[config.mk]
export PLATFORM = sky130hd
export DESIGN_NAME = climate_setpoint_ctrl_flat
export DESIGN_NICKNAME = d
export VERILOG_FILES = /design/src/rtl/climate_setpoint_ctrl_pkg.sv /design/src/rtl/climate_setpoint_ctrl_if.sv /design/src/rtl/climate_setpoint_ctrl_zone_hyst.sv /design/src/rtl/climate_setpoint_ctrl.sv /design/src/flat_wrapper.sv
export SDC_FILE = /design/constraint.sdc
export NUM_CORES = 1
export LEC_CHECK = 0
export CAP_MARGIN = 20
export CORE_ASPECT_RATIO = 1.25
export CORE_MARGIN = 1
export CORE_UTILIZATION = 32
export CTS_CLUSTER_DIAMETER = 200
export DETAILED_ROUTE_END_ITERATION = 12
export GPL_ROUTABILITY_DRIVEN = 0
export GPL_TIMING_DRIVEN = 0
export MAX_ROUTING_LAYER = met4
export PLACE_DENSITY_LB_ADDON = 0.1
export SETUP_SLACK_MARGIN = 0.1
export SLEW_MARGIN = 10
export SYNTH_ARGS = -nofsm -noshare
export SYNTH_HDL_FRONTEND = slang
export SYNTH_SLANG_ARGS = --single-unit
[constraint.sdc]
create_clock -name clk -period 3.06 [get_ports clk]
set_input_delay 0.459 -clock clk [delete_from_list [all_inputs] [get_ports clk]]
set_output_delay 0.459 -clock clk [all_outputs]
set_load 0.05 [all_outputs]
[src/rtl/climate_setpoint_ctrl_pkg.sv]
// Shared encodings and comfort thresholds for the multi-zone setpoint/thermostat controller.
package climate_pkg;

    typedef enum logic [1:0] {
        MODE_IDLE   = 2'd0,
        MODE_AUTO   = 2'd1,
        MODE_MANUAL = 2'd2
    } mode_e;

    typedef enum logic [1:0] {
        HCS_HEAT = 2'd0,
        HCS_COOL = 2'd1,
        HCS_STOP = 2'd2
    } hcs_e;

    typedef enum logic [1:0] {
        LEVEL0 = 2'd0,
        LEVEL1 = 2'd1,
        LEVEL2 = 2'd2,
        LEVEL3 = 2'd3
    } level_e;

    typedef enum logic [1:0] {
        R_IDLE = 2'd0,
        R_DLY  = 2'd1,
        R_RPT  = 2'd2
    } rpt_state_e;

    // Bit positions inside the registered button vector
    localparam int BTN_UP   = 0;
    localparam int BTN_DN   = 1;
    localparam int BTN_SEL  = 2;
    localparam int BTN_MIST = 3;
    localparam int N_BTN    = 4;

    localparam int CMF0_T_LO = 24, CMF0_T_HI = 27, CMF0_H_LO = 40, CMF0_H_HI = 60;
    localparam int CMF1_T_LO = 22, CMF1_T_HI = 29, CMF1_H_LO = 30, CMF1_H_HI = 70;
    localparam int CMF2_T_LO = 20, CMF2_T_HI = 31, CMF2_H_LO = 20, CMF2_H_HI = 80;

    function automatic level_e comfort_level(input int t, input int h);
        if (t >= CMF0_T_LO && t <= CMF0_T_HI && h >= CMF0_H_LO && h <= CMF0_H_HI)
            return LEVEL0;
        if (t >= CMF1_T_LO && t <= CMF1_T_HI && h >= CMF1_H_LO && h <= CMF1_H_HI)
            return LEVEL1;
        if (t >= CMF2_T_LO && t <= CMF2_T_HI && h >= CMF2_H_LO && h <= CMF2_H_HI)
            return LEVEL2;
        return LEVEL3;
    endfunction

endpackage

[src/rtl/climate_setpoint_ctrl_if.sv]
// Panel/sensor inputs and HVAC/display outputs of the setpoint controller.
interface climate_setpoint_ctrl_if #(
    parameter int N_ZONE = 4,
    parameter int T_W    = 8,
    parameter int SEL_W  = (N_ZONE > 1) ? $clog2(N_ZONE) : 1
);
    logic                    tick;
    logic                    btn_up;
    logic                    btn_dn;
    logic                    btn_sel;
    logic                    btn_mist;
    logic [1:0]              mode;
    logic [N_ZONE*T_W-1:0]   zone_temp;
    logic [7:0]              humidity;
    logic [N_ZONE*T_W-1:0]   target_temp;
    logic [2*N_ZONE-1:0]     hcs;
    logic [SEL_W-1:0]        sel_zone;
    logic [1:0]              level;
    logic                    ultrasonic_mode;

    modport master (
        output tick, btn_up, btn_dn, btn_sel, btn_mist, mode, zone_temp, humidity,
        input  target_temp, hcs, sel_zone, level, ultrasonic_mode
    );

    modport slave (
        input  tick, btn_up, btn_dn, btn_sel, btn_mist, mode, zone_temp, humidity,
        output target_temp, hcs, sel_zone, level, ultrasonic_mode
    );
endinterface

[src/rtl/climate_setpoint_ctrl_zone_hyst.sv]
// One zone's heat/cool/stop demand with a hysteresis band around the setpoint.
module zone_hyst
    import climate_pkg::*;
#(
    parameter int T_W  = 8,
    parameter int HYST = 1
) (
    input  logic           clk,
    input  logic           reset,
    input  logic           i_force_stop,
    input  logic [T_W-1:0] i_temp,
    input  logic [T_W-1:0] i_target,
    output logic [1:0]     o_hcs
);
    localparam int W = T_W + 1;

    // One extra bit so that value+HYST cannot wrap
    logic [W-1:0] w_t, w_tgt, w_t_h, w_tgt_h;
    hcs_e         r_state, w_state_nxt;

    assign w_t     = {1'b0, i_temp};
    assign w_tgt   = {1'b0, i_target};
    assign w_t_h   = w_t + W'(HYST);
    assign w_tgt_h = w_tgt + W'(HYST);

    always_ff @(posedge clk or posedge reset) begin
        if (reset) r_state <= HCS_STOP;
        else       r_state <= w_state_nxt;
    end

    always_comb begin
        w_state_nxt = r_state;
        if (i_force_stop) begin
            w_state_nxt = HCS_STOP;
        end else begin
            case (r_state)
                HCS_STOP: begin
                    if (w_t_h < w_tgt)      w_state_nxt = HCS_HEAT;
                    else if (w_t > w_tgt_h) w_state_nxt = HCS_COOL;
                end
                HCS_HEAT: if (w_t >= w_tgt) w_state_nxt = HCS_STOP;
                HCS_COOL: if (w_t <= w_tgt) w_state_nxt = HCS_STOP;
                default:  w_state_nxt = HCS_STOP;
            endcase
        end
    end

    assign o_hcs = r_state;
endmodule

[src/rtl/climate_setpoint_ctrl.sv]
// Multi-zone setpoint controller: button auto-repeat, per-zone hysteresis, comfort level, humidifier toggle.
module climate_setpoint_ctrl
    import climate_pkg::*;
#(
    parameter int N_ZONE     = 4,
    parameter int T_W        = 8,
    parameter int T_MIN      = 18,
    parameter int T_MAX      = 35,
    parameter int T_RST      = 24,
    parameter int HYST       = 1,
    parameter int REPEAT_DLY = 500,
    parameter int REPEAT_PER = 100
) (
    input  logic                    clk,
    input  logic                    reset,
    climate_setpoint_ctrl_if.slave  bus
);
    localparam int SEL_W   = (N_ZONE > 1) ? $clog2(N_ZONE) : 1;
    localparam int CNT_MAX = (REPEAT_DLY > REPEAT_PER) ? REPEAT_DLY : REPEAT_PER;
    localparam int CNT_W   = $clog2(CNT_MAX + 1);

    logic [N_BTN-1:0]              w_btn, r_btn_q, r_arm, w_press;
    logic [N_ZONE-1:0][T_W-1:0]    r_target, w_temp;
    logic [N_ZONE-1:0][1:0]        w_hcs;
    logic [SEL_W-1:0]              r_sel;
    logic                          r_mist;
    level_e                        r_level;
    rpt_state_e                    r_state, w_state_nxt;
    logic [CNT_W-1:0]              r_cnt, w_cnt_nxt;
    logic                          r_dir, w_dir_nxt, w_step;
    logic                          w_abort, w_hold;
    logic [T_W-1:0]                w_cur, w_step_val;

    assign w_btn  = {bus.btn_mist, bus.btn_sel, bus.btn_dn, bus.btn_up};
    assign w_temp = bus.zone_temp;

    // r_arm keeps a button that was already held through reset from counting as a press
    assign w_press = w_btn & ~r_btn_q & r_arm;

    always_ff @(posedge clk or posedge reset) begin
        if (reset) begin
            r_btn_q <= '0;
            r_arm   <= '0;
        end else begin
            r_btn_q <= w_btn;
            r_arm   <= r_arm | ~w_btn;
        end
    end

    assign w_hold  = r_dir ? bus.btn_up : bus.btn_dn;
    assign w_abort = (bus.mode != MODE_MANUAL) || (bus.btn_up && bus.btn_dn) || w_press[BTN_SEL];

    always_ff @(posedge clk or posedge reset) begin
        if (reset) begin
            r_state <= R_IDLE;
            r_cnt   <= '0;
            r_dir   <= 1'b0;
        end else begin
            r_state <= w_state_nxt;
            r_cnt   <= w_cnt_nxt;
            r_dir   <= w_dir_nxt;
        end
    end

    always_comb begin
        w_state_nxt = r_state;
        w_cnt_nxt   = r_cnt;
        w_dir_nxt   = r_dir;
        w_step      = 1'b0;
        case (r_state)
            R_IDLE: begin
                if (!w_abort && (w_press[BTN_UP] || w_press[BTN_DN])) begin
                    w_step      = 1'b1;
                    w_dir_nxt   = w_press[BTN_UP];
                    w_state_nxt = R_DLY;
                    w_cnt_nxt   = '0;
                end
            end
            R_DLY: begin
                if (w_abort || !w_hold) begin
                    w_state_nxt = R_IDLE;
                    w_cnt_nxt   = '0;
                end else if (bus.tick) begin
                    if (r_cnt == CNT_W'(REPEAT_DLY - 1)) begin
                        w_step      = 1'b1;
                        w_state_nxt = R_RPT;
                        w_cnt_nxt   = '0;
                    end else begin
                        w_cnt_nxt = r_cnt + CNT_W'(1);
                    end
                end
            end
            R_RPT: begin
                if (w_abort || !w_hold) begin
                    w_state_nxt = R_IDLE;
                    w_cnt_nxt   = '0;
                end else if (bus.tick) begin
                    if (r_cnt == CNT_W'(REPEAT_PER - 1)) begin
                        w_step    = 1'b1;
                        w_cnt_nxt = '0;
                    end else begin
                        w_cnt_nxt = r_cnt + CNT_W'(1);
                    end
                end
            end
            default: begin
                w_state_nxt = R_IDLE;
                w_cnt_nxt   = '0;
            end
        endcase
    end

    assign w_cur      = r_target[r_sel];
    assign w_step_val = w_dir_nxt ? ((w_cur >= T_W'(T_MAX)) ? w_cur : w_cur + T_W'(1))
                                  : ((w_cur <= T_W'(T_MIN)) ? w_cur : w_cur - T_W'(1));

    always_ff @(posedge clk or posedge reset) begin
        if (reset) begin
            r_target <= {N_ZONE{T_W'(T_RST)}};
            r_sel    <= '0;
            r_mist   <= 1'b0;
            r_level  <= LEVEL3;
        end else begin
            if (w_step) r_target[r_sel] <= w_step_val;
            if (w_press[BTN_SEL])
                r_sel <= (r_sel == SEL_W'(N_ZONE - 1)) ? '0 : r_sel + SEL_W'(1);
            if (w_press[BTN_MIST]) r_mist <= ~r_mist;
            r_level <= comfort_level(int'(w_temp[r_sel]), int'(bus.humidity));
        end
    end

    for (genvar z = 0; z < N_ZONE; z++) begin : g_zone
        zone_hyst #(
            .T_W  (T_W),
            .HYST (HYST)
        ) u_hyst (
            .clk          (clk),
            .reset        (reset),
            .i_force_stop (bus.mode == MODE_IDLE),
            .i_temp       (w_temp[z]),
            .i_target     (r_target[z]),
            .o_hcs        (w_hcs[z])
        );
    end

    assign bus.target_temp     = r_target;
    assign bus.hcs             = w_hcs;
    assign bus.sel_zone        = r_sel;
    assign bus.level           = r_level;
    assign bus.ultrasonic_mode = r_mist;
endmodule

[src/flat_wrapper.sv]
// flat-port wrapper written by rule: the top's interface ports become plain ports
module climate_setpoint_ctrl_flat import climate_pkg::*;
#(
    parameter int N_ZONE     = 4,
    parameter int T_W        = 8,
    parameter int T_MIN      = 18,
    parameter int T_MAX      = 35,
    parameter int T_RST      = 24,
    parameter int HYST       = 1,
    parameter int REPEAT_DLY = 500,
    parameter int REPEAT_PER = 100
)
  (clk, reset, bus_tick, bus_btn_up, bus_btn_dn, bus_btn_sel, bus_btn_mist, bus_mode, bus_zone_temp, bus_humidity, bus_target_temp, bus_hcs, bus_sel_zone, bus_level, bus_ultrasonic_mode);
  climate_setpoint_ctrl_if #(.N_ZONE(N_ZONE), .T_W(T_W)) bus_i ();
  input  logic clk;
  input  logic reset;
  input wire logic [$bits(bus_i.tick)-1:0] bus_tick;
  input wire logic [$bits(bus_i.btn_up)-1:0] bus_btn_up;
  input wire logic [$bits(bus_i.btn_dn)-1:0] bus_btn_dn;
  input wire logic [$bits(bus_i.btn_sel)-1:0] bus_btn_sel;
  input wire logic [$bits(bus_i.btn_mist)-1:0] bus_btn_mist;
  input wire logic [$bits(bus_i.mode)-1:0] bus_mode;
  input wire logic [$bits(bus_i.zone_temp)-1:0] bus_zone_temp;
  input wire logic [$bits(bus_i.humidity)-1:0] bus_humidity;
  output wire logic [$bits(bus_i.target_temp)-1:0] bus_target_temp;
  output wire logic [$bits(bus_i.hcs)-1:0] bus_hcs;
  output wire logic [$bits(bus_i.sel_zone)-1:0] bus_sel_zone;
  output wire logic [$bits(bus_i.level)-1:0] bus_level;
  output wire logic [$bits(bus_i.ultrasonic_mode)-1:0] bus_ultrasonic_mode;
  assign bus_i.tick = bus_tick;
  assign bus_i.btn_up = bus_btn_up;
  assign bus_i.btn_dn = bus_btn_dn;
  assign bus_i.btn_sel = bus_btn_sel;
  assign bus_i.btn_mist = bus_btn_mist;
  assign bus_i.mode = bus_mode;
  assign bus_i.zone_temp = bus_zone_temp;
  assign bus_i.humidity = bus_humidity;
  assign bus_target_temp = bus_i.target_temp;
  assign bus_hcs = bus_i.hcs;
  assign bus_sel_zone = bus_i.sel_zone;
  assign bus_level = bus_i.level;
  assign bus_ultrasonic_mode = bus_i.ultrasonic_mode;
  climate_setpoint_ctrl #(.N_ZONE(N_ZONE), .T_W(T_W), .T_MIN(T_MIN), .T_MAX(T_MAX), .T_RST(T_RST), .HYST(HYST), .REPEAT_DLY(REPEAT_DLY), .REPEAT_PER(REPEAT_PER)) u_core (.clk(clk), .reset(reset), .bus(bus_i));
endmodule
**After elaboration in Yosys (flattened, before gate mapping)**

Index checks and enable logic that the tools add are counted.

- Input port bits: 49
- Output and inout port bits: 45
- Flip-flop bits (word level): 65

- Order comparisons: 32
- Multiplexer cells: 72
- Bitwise operators: 6
- Reduce and logical (&&, ||, !) cells: 30
- Add/subtract/negate cells: 12
- Equality and inequality tests: 31

Operators with widths:

| operator | count |
|---|---|
| adder 8 x 1 -> 9 bit, second input constant | 8 |
| two-way mux 2 bit | 32 |
| two-way mux 9 bit | 7 |
| two-way mux 8 bit | 6 |
| >= comparator 8 x 5 -> 1 bit, second input constant | 5 |
| > comparator 8 x 9 -> 1 bit | 4 |
| less-than comparator 9 x 8 -> 1 bit | 4 |
| binary-select mux 8 bit (select 2 bit) | 2 |
| bitwise mux 32 bit | 1 |
| >= comparator 8 bit | 4 |
| less-or-equal comparator 8 x 5 -> 1 bit, second input constant | 4 |
| less-or-equal comparator 8 bit | 4 |
| case mux 2 bit (3 select lines) | 5 |
| case mux 9 bit (3 select lines) | 1 |
| inequality test 3 x 2 -> 1 bit, second input constant | 8 |
| demux 8 bit (select 2 bit) | 1 |
| >= comparator 8 x 6 -> 1 bit, second input constant | 2 |
| less-or-equal comparator 8 x 7 -> 1 bit, second input constant | 2 |
| two-way mux 1 bit | 16 |
| AND reduction 3 bit | 5 |
| equality test 2 bit, second input constant | 6 |
| logical AND 1 bit | 12 |
| logical NOT 2 bit | 6 |
| inequality test 4 x 3 -> 1 bit, second input constant | 3 |
| 23 further kinds | 35 |

**Depth between registers and ports, before layout**

- Word-level depth: 13
- Mapped depth: 12
- Depth with buffers taken out: 12

**By module**

A second synthesis with hierarchy kept.

- Cells, all modules: 770
- Area total of the unflattened synthesis: 6984.2 um^2

Modules (own cells, without submodules):

| module | area an instance (um^2) | sequential area each (um^2) | cells an instance | instances |
|---|---|---|---|---|
| climate_setpoint_ctrl | 3389.5 | 1438.9 | 323 | 1 |
| zone_hyst at u_core.g_zone[0].u_hyst ... | 890.9 | 51.3 | 113 | 3 |
| zone_hyst at u_core.g_zone[2].u_hyst | 922.1 | 51.3 | 108 | 1 |

**Worst setup path before layout**

Ideal clock, no wire load.

- Kind: register to register
- Start point: register u_core.r_sel[0] (netlist: u_core.bus.sel_zone[0])
- End point: register u_core.r_target (netlist bit u_core.bus.target_temp[17])
- Setup slack: -0.110 ns
- Stages on the path, launching flop included: 12
- Setup time: 0.125 ns
- Arrival: 3.046 ns
- Path through: dfrtp_1 buf_4 mux4_2 inv_1 ha_1 inv_1 a211o_1 a211oi_2 nor2_1 nor3b_1 a211oi_2 mux2_2

- Cells in the longest elaborated chain, start to end: 6
- Elaborated cells on any way between the ends: 15
- Those cells by class: add/sub: 2; order compare: 4; mux: 8; reduce/logical: 1

Ends and longest elaborated chain:

| item | RTL line | text |
|---|---|---|
| start: declaration | climate_setpoint_ctrl.sv:25 | `logic [SEL_W-1:0] r_sel;` |
| start signal: assignment | climate_setpoint_ctrl.sv:126 | `r_sel <= (r_sel == SEL_W'(N_ZONE - 1)) ? '0 : r_sel + SEL_W'(1);` |
| binary-select mux 8 bit (select 2 bit) | climate_setpoint_ctrl.sv:113 | `assign w_cur = r_target[r_sel];` |
| two-way mux 8 bit (implied by the code) | climate_setpoint_ctrl.sv:113 |  |
| subtractor 8 x 1 -> 8 bit (tied with other cells) | climate_setpoint_ctrl.sv:115 | `: ((w_cur <= T_W'(T_MIN)) ? w_cur : w_cur - T_W'(1));` |
| two-way mux 8 bit (on tied branches) | climate_setpoint_ctrl.sv:115, climate_setpoint_ctrl.sv:114 |  |
| two-way mux 8 bit | climate_setpoint_ctrl.sv:114 | `assign w_step_val = w_dir_nxt ? ((w_cur >= T_W'(T_MAX)) ? w_cur : w_cur + T_W'(1))` |
| bitwise mux 32 bit * | climate_setpoint_ctrl.sv:124 | `if (w_step) r_target[r_sel] <= w_step_val;` |
| end signal: assignment | climate_setpoint_ctrl.sv:119 | `r_target <= {N_ZONE{T_W'(T_RST)}};` |
| end signal: indexed assignment | climate_setpoint_ctrl.sv:124 |  |
| end: declaration | climate_setpoint_ctrl.sv:23 | `logic [N_ZONE-1:0][T_W-1:0] r_target, w_temp;` |

Every way passes the cells marked *; elsewhere a longest branch is shown, timed or not. The select of a mux whose other input is x is not followed.
A chain may end at the register's enable or synchronous reset.

**Worst setup path after layout**

- Start point: register u_core.r_sel[0] (netlist: u_core.bus.sel_zone[0])
- End point: register u_core.r_target (netlist bit u_core.bus.target_temp[2])

Same word-level chain as after synthesis.

==> impl_metrics.toml <==
[logic_synthesis]
ys_ff_latch = 65
synth_nets = 880
synthCells = 715
synth_area_um2 = 6670
yosys_warnings = 0
postSynth.asyncResetShare_pct = 100
synth_top_area_share_pct = 21.8
synth_cell_types = 60
yosysSeqAreaShare_pct = 24.6
synth_flop_cell = "dfrtp_1"
synth_most_common_cell = "ha_1"
synth_edf_count = 0
avgSynthCellArea_um2 = 9.33
synth.largest_area_cell = "ha_1"
yosys-top-cells-area = "ha_1 (22%), dfrtp_1 (19%), mux2_2 (5.6%), dfstp_2 (5.5%), xnor2_1 (5.4%)"
ys_top_cells_by_count = "ha_1 (116), dfrtp_1 (51), inv_1 (51)"

[worst_hold_path]
worst_hold_path_type = "in2async"

[setup_path]
critical_path.max_fanout = 10
cp_slowest_stage_delay_ns = 0.57
cp.arrival_ns = 3.10
cp_data_required_time_ns = 3.28
crit_path_end_kind = "flop"
setup.worst_path.start = "u_core.bus.sel_zone[0]"
worst_path_max_delay_cell = "mux4_2"
r2r_cells = 11
worst-setup-path-type = "reg2reg"
start_kind = "flop"
crit_chain = "buf_6, mux4_2, inv_2, ha_1, inv_1, a211o_1, a211oi_2, nor2_1, a32oi_1, xnor2_1, mux2_2"
worstReg2RegStart = "u_core.bus.sel_zone[0]"

[route]
drt_pass1_iterations = 5
vias = 5951
wire_per_inst_um = 17.7
drtIter0Drc = 216
finalWirelength_um = 19400
ant_nets = 0
drc = 0
vias_per_cell = 5.42

[clock_network]
cts_buffer_depth = 2
cts-root-buf = "clkbuf_16"
cts_buffers = 9
htree_levels = 3
cts_hold_buffers = 0
cts_tree = "yes"
clk_latency_ns = 0.34
path_clk_slew_ns = 0.06
clock_sinks = 65

[power]
clockPowerShare_pct = 21.4
swShare_pct = 43.8
comb_power_share_pct = 51.2
p_sw_mw = 2.00
internal_power_mw = 2.56
seqPwrFrac_pct = 27.4
p_leak_nw = 3.35
vdd_drop_max_mv = 0.282
power-per-cell-area_nw_per_um2 = 548

[timing]
fin_crit_sh_pct = 94.3
rsz0062_at_grt = "true"
drv_slew = 0
fmax_mhz = 347
period_needed_ns = 2.89
hold_viol = 0
finalSetupViolCount = 0
hold_ws_ns = 0.357
worstMarginPinSlew_ns = 0.645
skew_ns = 0.0110
relSlewSlack_pct = 56.7

[floorplan]
ios = 94
core-area_um2 = 20200
die_y_um = 163
die_w_um = 131
row_count = 58
initial_core_util_pct = 32.9
die_area_um2 = 21400

[global_route]
overflow = 0
antenna_found_initial = 0
grt_usage_pct = 19.2
grt_pass1_vias = 6137
grt_pass1_wl_um = 31400
grt_max_degree = 61

[placement]
post-dp-hpwl_um = 15800
io_buffers = 93
place_area_um2 = 7980
dp.cells = 1080

[job]
maxCapViolCount = 0

[cells_and_area]
drive_above_1_share_pct = 12.2
layout.cells.non_filler = 1097
stdcell_area_um2 = 8320
fin_nets = 987
n_antenna_cell = 0
fillers = 2038
area_growth_pct = 24.7

[status]
status = "finished clean"
## layout make-up
| type | instances | area [um^2] | share of cell area (%) |
|---|---|---|---|
| inverters | 51 | 194 | 2.33 |
| repair buffers | 96 | 977 | 11.7 |
| well taps | 270 | 338 | 4.06 |
| multi-input cells | 590 | 4830 | 58.1 |
| plain buffers | 9 | 51.3 | 0.617 |
| clock buffers | 10 | 239 | 2.87 |
| flip-flops and latches | 65 | 1650 | 19.8 |
| clock inverters | 6 | 42.5 | 0.512 |
## power groups by stage
stage	registers, mW	logic (mW)	clock network [mW]
floorplan	1.62	1.17	0
global placement	1.27	2.23	0
detailed placement	1.28	2.28	0
CTS	1.25	2.33	1.01
global route	1.28	2.55	1.04
finish	1.25	2.33	0.977
## flip-flops by register name (all words and copies together) (netlist names)
register and flops:
u_core.g_zone.u_hyst.o_hcs 8, u_core.r_cnt 9, u_core.bus.level 2, u_core.bus.ultrasonic_mode 1, u_core.r_btn_q 4, u_core.r_dir 1
u_core.r_arm 4, u_core.bus.target_temp 32, u_core.bus.sel_zone 2, u_core.r_state 2
## metrics by stage
step | total power [mW] | utilization [%] | setup slack, ns | TNS (ns)
finish | 4.56 | 41.1 | 0.175 | 0
global placement | 3.50 | 39.2 | -0.570 | -23.47
CTS | 4.60 | 40.9 | 0.119 | 0
floorplan | 2.78 | - | 0.107 | 0
global route | 4.87 | 41.1 | 0.0526 | 0
detailed placement | 3.56 | 39.4 | -0.298 | -5.19
## critical path: cells and delay by family, from the launching register on
family | cells | cell delay (ns)
compound gates | 3 | 0.71
xor+xnor | 1 | 0.18
fa+ha+maj | 1 | 0.16
buf+inv | 3 | 0.34
flops | 1 | 0.37
mux | 2 | 0.88
simple gates | 1 | 0.12
## kinds of logic after synthesis
family,Yosys count,synth area share [%]
xor gates and xnor gates,55,7.22
and+or+nand+nor,228,18.5
AOI/OAI and AO/OA,142,14.1
buffers and inverters,60,3.55
DFF,65,24.6
muxes,49,10.2
adders and majority gates,116,21.8
## layer usage
layer	share of wire, %	global-route usage [%]	vias up
met4	3.2	8.13	0
met2	53	34.9	110
met1	41	20.8	2952
met5	0	-	-
li1	-	-	2856
met3	3.1	2.92	33
## final timing paths
path	endpoint	slack [ns]
setup reg to reg	u_core.bus.target_temp[2]	0.17
max in group asynchronous	u_core.bus.level[0]	2.12
hold reg to reg	u_core.r_arm[1]	0.47
hold / removal	u_core.r_arm[3]	0.36
setup / recovery	u_core.bus.target_temp[2]	0.17
min in group clk	u_core.r_arm[1]	0.47
## what timing repair did
action	in CTS	in global routing
gates resized for setup	5	6
endpoints found under the setup margin	21	38
setup buffers	1	0
## cell usage in the layout, fill, tap and decap left out, types with 4 or more instances in the layout
| cell type | instances |
|---|---|
| nand2b_1 | 16 |
| dfrtp_1 | 49 |
| o211ai_1 | 4 |
| mux2_2 | 33 |
| inv_1 | 49 |
| buf_2 | 5 |
| a31oi_1 | 8 |
| nor3_1 | 13 |
| nor2_1 | 37 |
| clkdlybuf4s50_1 | 93 |
| and2_1 | 4 |
| nand4b_1 | 6 |
| mux2i_1 | 4 |
| nand2_1 | 38 |
| clkbuf_16 | 9 |
| o2bb2ai_1 | 4 |
| a211oi_1 | 4 |
| a21oi_1 | 27 |
| mux4_2 | 12 |
| ha_1 | 116 |
| xnor2_1 | 38 |
| nor4b_1 | 8 |
| nand3b_1 | 7 |
| nand4_1 | 11 |
| a21o_1 | 13 |
| o31ai_1 | 5 |
| dfstp_2 | 14 |
| nor4_1 | 5 |
| o21ai_0 | 35 |
| xor2_1 | 14 |
| o21a_1 | 12 |
| nand3_1 | 45 |
| nor2b_1 | 16 |
(Power assumes the default switching activity.)
